File: src/rtl/pll_lock_supervisor.sv
// Sequences an EHXPLLL from the reference-clock side: pulses PLL RST, qualifies the
// asynchronous LOCK signal and releases the system reset only after sustained lock.
module pll_lock_supervisor #(
  parameter int unsigned STABLE_CYCLES  = 4800,
  parameter int unsigned RST_CYCLES     = 48,
  parameter int unsigned TIMEOUT_CYCLES = 480000,
  parameter int unsigned CNT_W          = 20
) (
  input  logic       clkin,
  input  logic       rst,
  input  logic       locked_in,
  input  logic       clr_flags,
  output logic       pll_rst,
  output logic       sys_rst,
  output logic       ready,
  output logic [3:0] retry_count,
  output logic       lock_lost
);

  typedef enum logic [1:0] {
    S_RESET_PLL = 2'd0,
    S_WAIT_LOCK = 2'd1,
    S_STABLE    = 2'd2,
    S_RUN       = 2'd3
  } state_e;

  localparam logic [CNT_W-1:0] RST_LAST     = CNT_W'(RST_CYCLES - 1);
  localparam logic [CNT_W-1:0] TIMEOUT_LAST = CNT_W'(TIMEOUT_CYCLES - 1);
  localparam logic [CNT_W-1:0] STABLE_LAST  = CNT_W'(STABLE_CYCLES - 1);

  state_e           state_q, state_d;
  logic [CNT_W-1:0] cnt_q, cnt_d;
  logic             sync1_q, lock_s_q;
  logic [3:0]       retry_q, retry_d;
  logic             lost_q, lost_d;
  logic             retry_inc_s;
  logic             lost_set_s;

  // LOCK is asynchronous to clkin; two flops before anything looks at it.
  always_ff @(posedge clkin or posedge rst) begin
    if (rst) begin
      sync1_q  <= 1'b0;
      lock_s_q <= 1'b0;
    end else begin
      sync1_q  <= locked_in;
      lock_s_q <= sync1_q;
    end
  end

  // State, shared counter and diagnostic registers.
  always_ff @(posedge clkin or posedge rst) begin
    if (rst) begin
      state_q <= S_RESET_PLL;
      cnt_q   <= '0;
      retry_q <= 4'd0;
      lost_q  <= 1'b0;
    end else begin
      state_q <= state_d;
      cnt_q   <= cnt_d;
      retry_q <= retry_d;
      lost_q  <= lost_d;
    end
  end

  // Next-state logic; lock takes priority over the timeout in WAIT_LOCK.
  always_comb begin
    state_d     = state_q;
    retry_inc_s = 1'b0;
    lost_set_s  = 1'b0;
    case (state_q)
      S_RESET_PLL: begin
        if (cnt_q == RST_LAST) state_d = S_WAIT_LOCK;
        else                   state_d = S_RESET_PLL;
      end
      S_WAIT_LOCK: begin
        if (lock_s_q) begin
          state_d = S_STABLE;
        end else if (cnt_q == TIMEOUT_LAST) begin
          state_d     = S_RESET_PLL;
          retry_inc_s = 1'b1;
        end else begin
          state_d = S_WAIT_LOCK;
        end
      end
      S_STABLE: begin
        if (!lock_s_q)                state_d = S_WAIT_LOCK;
        else if (cnt_q == STABLE_LAST) state_d = S_RUN;
        else                          state_d = S_STABLE;
      end
      S_RUN: begin
        if (!lock_s_q) begin
          state_d    = S_RESET_PLL;
          lost_set_s = 1'b1;
        end else begin
          state_d = S_RUN;
        end
      end
      default: state_d = S_RESET_PLL;
    endcase

    if (state_d != state_q) cnt_d = '0;
    else                    cnt_d = cnt_q + CNT_W'(1);

    if (retry_inc_s && (retry_q != 4'd15)) retry_d = retry_q + 4'd1;
    else                                   retry_d = retry_q;

    // A new lock loss outranks a clear request in the same cycle.
    if (lost_set_s)     lost_d = 1'b1;
    else if (clr_flags) lost_d = 1'b0;
    else                lost_d = lost_q;
  end

  // Outputs depend only on registered state.
  always_comb begin
    pll_rst     = (state_q == S_RESET_PLL);
    sys_rst     = (state_q != S_RUN);
    ready       = (state_q == S_RUN);
    retry_count = retry_q;
    lock_lost   = lost_q;
  end

endmodule
File: config.mk
export PLATFORM = sky130hd
export DESIGN_NAME = pll_lock_supervisor
export DESIGN_NICKNAME = d
export VERILOG_FILES = /design/src/rtl/pll_lock_supervisor.sv
export SDC_FILE = /design/constraint.sdc
export NUM_CORES = 1
export LEC_CHECK = 0
export CELL_PAD_IN_SITES_DETAIL_PLACEMENT = 1
export CELL_PAD_IN_SITES_GLOBAL_PLACEMENT = 2
export CORE_UTILIZATION = 37
export DETAILED_ROUTE_END_ITERATION = 7
export PLACE_DENSITY_LB_ADDON = 0.1
export SYNTH_ARGS = -nofsm -noshare
export SYNTH_HDL_FRONTEND = slang
export SYNTH_SLANG_ARGS = --single-unit
export TNS_END_PERCENT = 1
File: constraint.sdc
create_clock -name clkin -period 2.8 [get_ports clkin]
set_input_delay 0.28 -clock clkin [delete_from_list [all_inputs] [get_ports clkin]]
set_output_delay 0.28 -clock clkin [all_outputs]
set_load 0.01 [all_outputs]
==> After elaboration in Yosys (flattened, before gate mapping) <==
Cells that the tools add are included.
{ "classes": {"addsub": 2, "mul": 0, "n_div": 0, "magnitude_cmp": 0, "n_eq_ne": 9, "n_shift": 0, "n_mux": 15, "bitwise_logic": 0, "n_reduce_logical": 3} }
{ "op_table": {"columns": ["operator", "count"], "rows": [
  ["adder 20 x 1 -> 20 bit, second input constant", 1],
  ["equality test 20 x 13 -> 1 bit, second input constant", 1],
  ["equality test 20 x 19 -> 1 bit, second input constant", 1],
  ["equality test 20 x 6 -> 1 bit, second input constant", 1],
  ["two-way mux 20 bit", 1],
  ["two-way mux 1 bit", 10],
  ["case mux 2 bit (4 select lines)", 1],
  ["two-way mux 2 bit", 3],
  ["adder 4 x 1 -> 4 bit, second input constant", 1],
  ["equality test 2 bit, second input constant", 2],
  ["inequality test 4 bit, second input constant", 1],
  ["equality test 2 x 1 -> 1 bit, second input constant", 1],
  ["logical NOT 2 bit", 1],
  ["inequality test 2 bit", 1],
  ["inequality test 2 bit, second input constant", 1],
  ["nonzero test 2 bit", 1],
  ["logical AND 1 bit", 1]
]} }
{ "totals": {"register_bits": 29, "latch_bits": 0, "ram_bits": 0, "rom_bits": 0, "output_inout_bits": 8, "elab_cells": 35, "mem_count": 0} }

==> Depth between registers and ports, before layout <==
Gate-level depths: netlist of the first run.
{ "depth": {"ltp_word": 6, "ltp_mapped": 6} }

==> Worst setup path after synthesis of the first run <==
OpenSTA, ideal clock, no wires.
{ "synth_timing": {"path_kind": "register -> register", "from": "reg cnt_q[0]", "to": "reg retry_q[2], in the netlist retry_count[2]", "t_arrival_ns": 1.841, "setup_slack_ns": 0.835, "stages_incl_launch_ff": 6, "path_buffers": 0, "synth_period_minus_slack_ns": 1.965, "cell_sequence": "dfrtp_1 ha_1 nand3_1 or4b_1 nor3_1 mux2_2"} }
{ "synth_via": {"elab_chain_len": 5} }
{ "synth_rtl": {"columns": ["element", "line", "source"], "rows": [
  ["from (decl)", "32", "logic [CNT_W-1:0] cnt_q, cnt_d;"],
  ["from (signal assigned)", "59", "cnt_q <= cnt_d;"],
  ["equality test 20 x 19 -> 1 bit", "78", "end else if (cnt_q == TIMEOUT_LAST) begin"],
  ["two-way mux 1 bit", "78", null],
  ["two-way mux 1 bit", "76", "if (lock_s_q) begin"],
  ["two-way mux 1 bit", "70", "case (state_q)"],
  ["logical AND 1 bit", "104", "if (retry_inc_s && (retry_q != 4'd15)) retry_d = retry_q + 4'd1;"],
  ["to (signal assigned)", "60", "retry_q <= retry_d;"],
  ["to (decl)", "34", "logic [3:0] retry_q, retry_d;"]
]} }
Every way passes these cells.
A chain may end at the register's enable or synchronous reset.

==> Final worst setup path of the first run <==
{ "layout_timing": {"from": "reg cnt_q[0]", "to": "reg retry_q[1], in the netlist retry_count[1]"} }
The elaborated chain is that of the path after synthesis.

==> reports/metrics.cfg, run 1 <==
[finish]
drive_gt1_share_pct=11.3
multiInputGateArea_um2=753
area_delta_synth_final_pct=16.1
fin_cells=218
nFillCells=447
antenna_cells=0
nNetsFinal=173
final_common_cell=dfrtp_1
mostFrequentLayoutCells=dfrtp_1 (29), nor3_1 (19), xnor2_1 (13)
seq_area_um2=726
post-route-util_pct=44.7

[power_and_ir_drop]
p_int_mw=0.611
peakVddDrop_mv=0.249
power_switching_share_pct=23.7
combinationalPowerShare_pct=4.9
p_seq_share_pct=53.5
leakage_nw=0.698
switchingPower_mw=0.189
cellPowerDensity_nw_per_um2=448
clockPowerShare_pct=41.6

[yosys]
synth_top_cell_area_share_pct=47.2
yosysUniqueCellTypes=36
ys_seq_area_share_pct=47.2
syn_area_um2=1540
synthTopCellsByArea=dfrtp_1 (47%), xnor2_1 (7.4%), nor3_1 (6.2%), nand3_1 (2.9%), nor4_1 (2.4%)
synth_warnings=0
synthArstFlopShare_pct=100
yosys_register_bits=29
synth_fp_nets=156
syn_avg_cell_area_um2=10.3
ys.flop_type=dfrtp_1
synth_top_area_cell=dfrtp_1
synth_edf_count=0
netlist_instances=150

[sta]
tightest_slew_ns=0.531
finClkSkew_ns=0.0118
fmax_mhz=466
slew_viol_final=0
hold_viol_final=0
setup_violations=0
setup-tns-final_ns=0
slew_headroom_pct=64.3
hold-worst-slack_ns=0.365
fin_crit_sh_pct=76.7
rsz0062_at_grt=false
period_minus_slack_ns=2.15

[worst_setup_path]
crit_path_start_kind=flip-flop
r2r_slack_ns=0.65
cp-startpoint=cnt_q[0]$_DFF_PP0_
setup.worst_path.end_class=flip-flop
critPathRequiredTime_ns=2.98
reg2reg_to=retry_count[1]$_DFFE_PP0P_
r2r_cells=5
crit_type=reg -> reg
r2r-start=cnt_q[0]$_DFF_PP0_
setup.worst_path.end=retry_count[1]$_DFFE_PP0P_
worstPathMaxFanout=6
arrival_ns=2.33

[global_routing]
grt_pass1_wl_mm=6.35
gr-total-overflow=0
grt_util_all_layers_pct=19.9
grt_pass1_vias=1311
antenna_found_initial=0
grt_max_degree=30

[clock_tree]
clockRootBuffer=clkbuf_8
numCtsBuffers=5
clockBufferDepth=2
postCtsHoldBufs=0
clock-sinks=29
cts_tree=yes
cts_max_level=2
clk_pin_slew_ns=0.07
post_cts_resize_count=0
clock_latency_ns=0.29
post-cts-setup-buffers=0

[floorplanning]
die_w_um=66.5
coreArea_um2=4000
die_h_um=66.5
die_area_um2=4420
io_pins=12
start_util_pct=38.5
rows=23

[job]
maxCapViolations=0

[run_status]
status=completed

[route]
wl_per_cell_um=16.3
ant_nets=0
drt_iter0_drc=30
dr_total_vias=1180
drt_wl_total_mm=3.55
first_pass_iters=4
drcViolationCount=0
via_per_inst=5.41

[place]
hpwl_mm=2.45
io_buffer_count=11
place.gp.congestion=0.769
dp.cells=210

[worst_hold_path]
hold_class=in -> async

## critical path: stages, from the launching register on
cell	delay (ns)
dfrtp_1	0.39
ha_1	0.22
nand3_1	0.21
or4b_1	0.65
nor2_1	0.23
mux2_2	0.36
## through the flow
stage	cell area (um^2)	setup WS, ns	power, mW
2_1_floorplan	1540	0.835	0.457
3_3_place_gp	1700	0.698	0.475
3_5_place_dp	1700	0.633	0.476
4_1_cts	1790	0.641	0.816
5_1_grt	1790	0.507	0.843
6_report	1790	0.653	0.800
## logic make-up after synthesis
| logic type | count (synthesis) | synth area share (%) |
|---|---|---|
| adder cells (fa/ha/maj) | 2 | 1.63 |
| XOR/XNOR | 17 | 9.67 |
| flip-flops | 29 | 47.2 |
| buffers and inverters | 11 | 3.90 |
| multiplexers | 3 | 2.19 |
| AND/OR/NAND/NOR | 75 | 28.1 |
| AO/OA/AOI/OAI | 13 | 7.32 |
## routing by layer
layer  GRT usage (%)  routed length (um)  share of wire, %
met1            24.3                1620                46
met2            32.1                1740                49
met3            5.65                 101               2.8
met4            9.57                  85               2.4
met5               0                   0                 0
## how the worst min path moves through the flow
stage,startpoint,slack (ns),cells past startpoint,to
after floorplan,locked_in,0.31,0,sync1_q$_DFF_PP0_
after global placement,sync1_q$_DFF_PP0_,0.34,0,lock_s_q$_DFF_PP0_
after detailed placement,sync1_q$_DFF_PP0_,0.34,0,lock_s_q$_DFF_PP0_
after CTS,rst,0.37,3,retry_count[0]$_DFFE_PP0P_
after global routing,sync1_q$_DFF_PP0_,0.38,0,lock_s_q$_DFF_PP0_
final,rst,0.37,3,retry_count[0]$_DFFE_PP0P_
## Yosys cell counts, types with 2 or more instances
cell	instances
buf_6	2
dfrtp_1	29
nand4b_1	2
clkbuf_1	2
xnor2_1	13
nor2_1	6
nand4_1	5
nand3_1	9
xor2_1	4
nor4_1	6
and4_1	2
ha_1	2
inv_1	6
nor3_1	19
nor3b_1	2
and3_1	3
o21ai_0	4
nand2_1	9
a211oi_1	3
or3_1	4
mux2_2	3
## flip-flops by register name (all words and copies together) (netlist names)
register and count:
lock_s_q 1, retry_count 4, lock_lost 1, sync1_q 1, cnt_q 20, state_q 2
## cell type report
cell class / count / share of cell area [%]
flip-flops and latches: 29 / 40.6
repair buffers: 15 / 7.84
inverters: 6 / 1.26
multi-input cells: 110 / 42.2
clock buffers: 6 / 4.06
well taps: 50 / 3.50
clock inverters: 2 / 0.560
## power by group through the flow
stage          sequential, mW  combinational [mW]  clock (mW)
6_report                0.428              0.0391       0.333
5_1_grt                 0.429              0.0437       0.370
4_1_cts                 0.428              0.0402       0.348
3_5_place_dp            0.436              0.0401           0
3_3_place_gp            0.436              0.0391           0
2_1_floorplan           0.434              0.0229           0
(Power assumes the default switching activity.)
==> run 2: changes to the inputs <==
--- a/config.mk
+++ b/config.mk
@@ -7,7 +7,7 @@
 export LEC_CHECK = 0
 export CELL_PAD_IN_SITES_DETAIL_PLACEMENT = 1
 export CELL_PAD_IN_SITES_GLOBAL_PLACEMENT = 2
-export CORE_UTILIZATION = 37
+export CORE_UTILIZATION = 33
 export DETAILED_ROUTE_END_ITERATION = 7
 export PLACE_DENSITY_LB_ADDON = 0.1
 export SYNTH_ARGS = -nofsm -noshare
==> constraint.sdc (replaced) <==
create_clock -name clkin -period 1.75 [get_ports clkin]
set_input_delay 0.175 -clock clkin [delete_from_list [all_inputs] [get_ports clkin]]
set_output_delay 0.175 -clock clkin [all_outputs]
set_load 0.01 [all_outputs]
==> reports/metrics.cfg, run 2 (synthesis results as in run 1) <==
[worst_setup_path]
reg2reg_to=cnt_q[19]$_DFF_PP0_
r2r_cells=5
arrival_ns=2.10
r2r-start=cnt_q[7]$_DFF_PP0_
setup.worst_path.end_class=flip-flop
critPathRequiredTime_ns=1.94
crit_type=reg -> reg
r2r_slack_ns=-0.16
worstPathMaxFanout=4
crit_path_start_kind=flip-flop

[global_routing]
grt_pass1_vias=1579
gr-total-overflow=0
antenna_found_initial=0
grt_pass1_wl_mm=7.78
grt_util_all_layers_pct=20.3
grt_max_degree=30

[route]
drcViolationCount=0
drt_iter0_drc=38
first_pass_iters=4
drt_wl_total_mm=4.40
via_per_inst=5.39
ant_nets=0
wl_per_cell_um=16.9
dr_total_vias=1401

[finish]
drive_gt1_share_pct=33.7
nNetsFinal=214
largest_reg_flops=20
top_register=cnt_q
area_delta_synth_final_pct=41.6
multiInputGateArea_um2=810
nFillCells=511
final_common_cell=buf_4
antenna_cells=0
mostFrequentLayoutCells=buf_4 (42), dfrtp_1 (28), nor3_1 (17)
seq_area_um2=727
post-route-util_pct=49.4

[job]
maxCapViolations=0

[power_and_ir_drop]
p_seq_share_pct=51.8
clockPowerShare_pct=42.3
combinationalPowerShare_pct=5.9
p_int_mw=1.02
cellPowerDensity_nw_per_um2=605
switchingPower_mw=0.295
peakVddDrop_mv=0.529
leakage_nw=0.931
power_switching_share_pct=22.4

[clock_tree]
postCtsHoldBufs=0
clockRootBuffer=clkbuf_8
clock-sinks=29
clock_latency_ns=0.27
clockBufferDepth=2
clk_pin_slew_ns=0.06
numCtsBuffers=5
cts_tree=yes
cts_max_level=2

[floorplanning]
start_util_pct=34.9
io_pins=12
die_w_um=70.3
coreArea_um2=4410
die_h_um=70.3
rows=24
die_area_um2=4940

[sta]
tightest_slew_ns=0.386
fmax_mhz=523
fin_crit_sh_pct=109
hold_viol_final=0
slew_viol_final=0
rsz0062_at_grt=true
finClkSkew_ns=0.00273
period_minus_slack_ns=1.91
setup_violations=23
setup_ws_ns=-0.162
hold-worst-slack_ns=0.281
slew_headroom_pct=74.3

[place]
hpwl_mm=3.14
place_ws_ns=-0.0710
io_buffer_count=11
place.gp.congestion=0.816

[run_status]
violations=negative setup slack
status=finished with violations

[worst_hold_path]
hold_class=in -> async

run 2: worst max-delay path by stage:
stage                             startpoint                          to  slack (ns)  depth (start not counted)
after floorplan           cnt_q[0]$_DFF_PP0_  retry_count[2]$_DFFE_PP0P_       -0.04                          5
after global placement    cnt_q[4]$_DFF_PP0_          cnt_q[0]$_DFF_PP0_       -0.03                          5
after detailed placement  cnt_q[7]$_DFF_PP0_          cnt_q[3]$_DFF_PP0_       -0.07                          5
after CTS                 cnt_q[5]$_DFF_PP0_         cnt_q[16]$_DFF_PP0_       -0.10                          5
after global routing      cnt_q[9]$_DFF_PP0_         cnt_q[19]$_DFF_PP0_       -0.23                          5
final                     cnt_q[7]$_DFF_PP0_         cnt_q[19]$_DFF_PP0_       -0.16                          5
run 2: through the flow:
step                std cells  instance area (um^2)  power [mW]  TNS, ns
finish                    260                  2180        1.32    -2.48
global route              260                  2180        1.38    -4.04
CTS                       260                  2150        1.35    -1.64
detailed placement        244                  1990       0.776    -1.18
global placement          244                  1990       0.773   -0.474
floorplan                 150                  1570       0.732   -0.382
run 2: timing repair:
item,in CTS,in global routing
gates cloned,0,0
setup buffers,9,0
endpoints found under the hold margin,0,0
pin swaps,4,2
resized for setup,5,6
setup endpoints to repair,24,25
run 2: power groups by stage:
stage / registers [mW] / clock network [mW] / logic, mW
floorplan: 0.695 / 0 / 0.0372
finish: 0.683 / 0.558 / 0.0780
detailed placement: 0.695 / 0 / 0.0813
global route: 0.683 / 0.613 / 0.0881
CTS: 0.682 / 0.584 / 0.0805
global placement: 0.694 / 0 / 0.0787
run 2: area by class of cell:
| cell class | count | area share (%) |
|---|---|---|
| inverters | 6 | 1.03 |
| multi-input cells | 110 | 37.1 |
| clock buffers | 7 | 3.96 |
| well taps | 52 | 2.99 |
| repair buffers | 56 | 21.5 |
| flip-flops and latches | 29 | 33.4 |
run 2: metal layers:
metal  vias to the layer above  GRT usage, %  share of wire (%)
met3                         8          4.76                3.6
met4                         0          6.00                1.5
li1                        663             -                  -
met1                       704          24.4                 44
met5                         -             0                  0
met2                        26          35.4                 51
run 2: critical path, stage by stage (launching register included):
cell and delay [ns]:
dfrtp_1 0.41, buf_4 0.16, nand4_1 0.16, or3_4 0.44, or4_4 0.42, a211oi_2 0.23
==> RTL change: new RTL, config.mk and constraints of run 1 <==
Set the parameter `CNT_W` to 10 (it was 20).
--- a/src/rtl/pll_lock_supervisor.sv
+++ b/src/rtl/pll_lock_supervisor.sv
@@ -4,7 +4,7 @@
   parameter int unsigned STABLE_CYCLES  = 4800,
   parameter int unsigned RST_CYCLES     = 48,
   parameter int unsigned TIMEOUT_CYCLES = 480000,
-  parameter int unsigned CNT_W          = 20
+  parameter int unsigned CNT_W          = 10
 ) (
   input  logic       clkin,
   input  logic       rst,
Function: no difference found for any inputs over 10 cycles, from zero or initial values and one cycle with rst high; that may be too few to reach the edited logic, so the function may still have changed.
==> RTL change against run 1 <==
- critical path depth decreased by 1
- setup slack improved by 0.18 ns
- via count is 42% lower
- critical endpoint is now cnt_q[4]
- design area fell by 39%
- sequential cell count down 10
- routed wire length shrank 47%
- area after synthesis fell by 39%
- critical path type unchanged
- fmax is 9.4% higher
- total power fell by 43%
- cell count fell by 40%
==> RTL change: results (changes against run 1) <==
status -> finished, final reports clean (unchanged)
CP max FO -> 10 (was 6)
Lkg Pwr -> 0.0005003 µW (was 0.0006983 µW)
Port-buffer cells -> 11 (unchanged)
Post-Place Worst Slack -> 0.8493 ns (was 0.6331 ns)
reg2reg path depth -> 4 (was 5)
grt met2 use -> 0.2521 (was 0.3214)
Routability Congestion -> 0.7775 (was 0.7691)
Synth top cells by count -> 19 x dfrtp_1, 11 x nor3_1, 10 x xor2_1 (was 29 x dfrtp_1, 19 x nor3_1, 13 x xnor2_1)
Distinct cells, synth -> 28 (was 36)
hold path cells -> 0
share of flip-flops with an asynchronous set or reset -> 1.000 (unchanged)
Peak supply drop -> 288.6 µV (was 249.0 µV)
Setup Skew -> 0.0005265 ns (was 0.01179 ns)
TritonCTS buffer count -> 3 (was 5)
top cell type's share of synthesized area -> 0.5087 (was 0.4715)
first-pass GRT wire length -> 3318 µm (was 6354 µm)
drt first pass iters -> 3 (was 4)
Hold Path Class -> flip-flop to flip-flop (was primary input to asynchronous set/reset pin)
Final HPWL DP -> 1383 µm (was 2453 µm)
number of flip-flops in the largest register -> 10 (was 20)
number of global-route vias before repair -> 727 (was 1311)
Clock Latency Late Sink -> 0.29 ns (about the same)
Non-Filler Instances -> 130 (was 218)
post-CTS setup buffer count -> 0 (unchanged)
initial antenna violation count -> 0 (unchanged)
root buf cell -> clkbuf_4 (was clkbuf_8)
n_diodes -> 0 (unchanged)
PostCTS Resize Cnt -> 0 (unchanged)
Clock transition at path regs -> 0.10 ns (was 0.07 ns)
gr usage total -> 0.1675 (was 0.1993)
syn_nets -> 96 (was 156)
met3 GRT Util -> 0.03478 (was 0.05651)
clk buf depth -> 2 (unchanged)
largest net degree at the start of global routing -> 20 (was 30)
top cells by area, synth -> dfrtp_1 51%, xor2_1 9.4%, nor3_1 5.9% (was dfrtp_1 47%, xnor2_1 7.4%, nor3_1 6.2%)
Routed WL per cell -> 14.47 µm (was 16.27 µm)
H-tree depth -> 1 (was 2)
Mapped Cells -> 90 (was 150)
met1 Use GR -> 0.2340 (was 0.2433)
most flop-heavy register -> cnt_q (unchanged)
register area share after synthesis -> 0.5087 (was 0.4715)
synth warn -> 0 (unchanged)
Worst Path Arrival -> 2.14 ns (was 2.33 ns)
Slew @ Worst Pin -> 0.6996 ns (was 0.5309 ns)
DRT iter0 DRCs -> 5 (was 30)
layout cell share with drive strength beyond 1 -> 0.06863 (was 0.1131)
Final nets -> 109 (was 173)
via count -> 690 (was 1180)
-- RTL change: cells by family (layout without fill, tap and decap cells) --
family,count (synthesis),after routing,synth area share
mux,1,1,0.01205
compound gates,6,6,0.05222
flops,19,19,0.5087
xor+xnor,12,12,0.1124
fa+ha+maj,2,2,0.02677
simple gates,41,41,0.2503
buf+inv,9,21,0.03748
-- RTL change: worst paths after layout --
path	slack (ns)	to	startpoint
hold / removal	0.36	lock_s_q	sync1_q
hold reg to reg	0.36	lock_s_q	sync1_q
max in group asynchronous	1.98	cnt_q[2]	rst
setup / recovery	0.84	cnt_q[4]	cnt_q[7]
setup reg to reg	0.84	cnt_q[4]	cnt_q[7]
min in group asynchronous	0.39	retry_count[0]	rst
-- RTL change: critical path, cell delays in order (launching register included) --
cell	delay, ns
dfrtp_1	0.46
or4_1	0.53
or4_4	0.44
a21oi_4	0.32
nor3_1	0.10
-- RTL change: power breakdown --
group | leakage, µW | total, µW | internal (µW) | switching (µW)
clock | 0.0000177 | 136 | 53.2 | 82.6
combinational | 0.000228 | 33.2 | 15.4 | 17.8
sequential | 0.000254 | 284 | 278 | 5.60
-- RTL change: area by class of cell --
type / instances / area (µm²)
clock buffers: 3 / 22.52
clock inverters: 1 / 5.005
fillers: 259 / 1199
inverters: 5 / 18.77
multi-input cells: 62 / 424.2
flip-flops and latches: 19 / 475.5
well taps: 28 / 35.03
repair buffers: 12 / 117.6
-- RTL change: layer usage --
| layer | part of all wire | vias up | wire length [µm] |
|---|---|---|---|
| li1 | - | 341 | - |
| met1 | 0.51 | 336 | 966 |
| met2 | 0.45 | 9 | 847 |
| met3 | 0.023 | 4 | 44 |
| met4 | 0.012 | 0 | 23 |
| met5 | 0 | - | 0 |
-- RTL change: through the flow --
step,area (µm²),hold WS [ns]
3_5_place_dp,1071,0.3418
3_3_place_gp,1071,0.3354
5_1_grt,1099,0.3744
2_1_floorplan,934.6,0.2311
6_report,1099,0.3631
4_1_cts,1099,0.3680
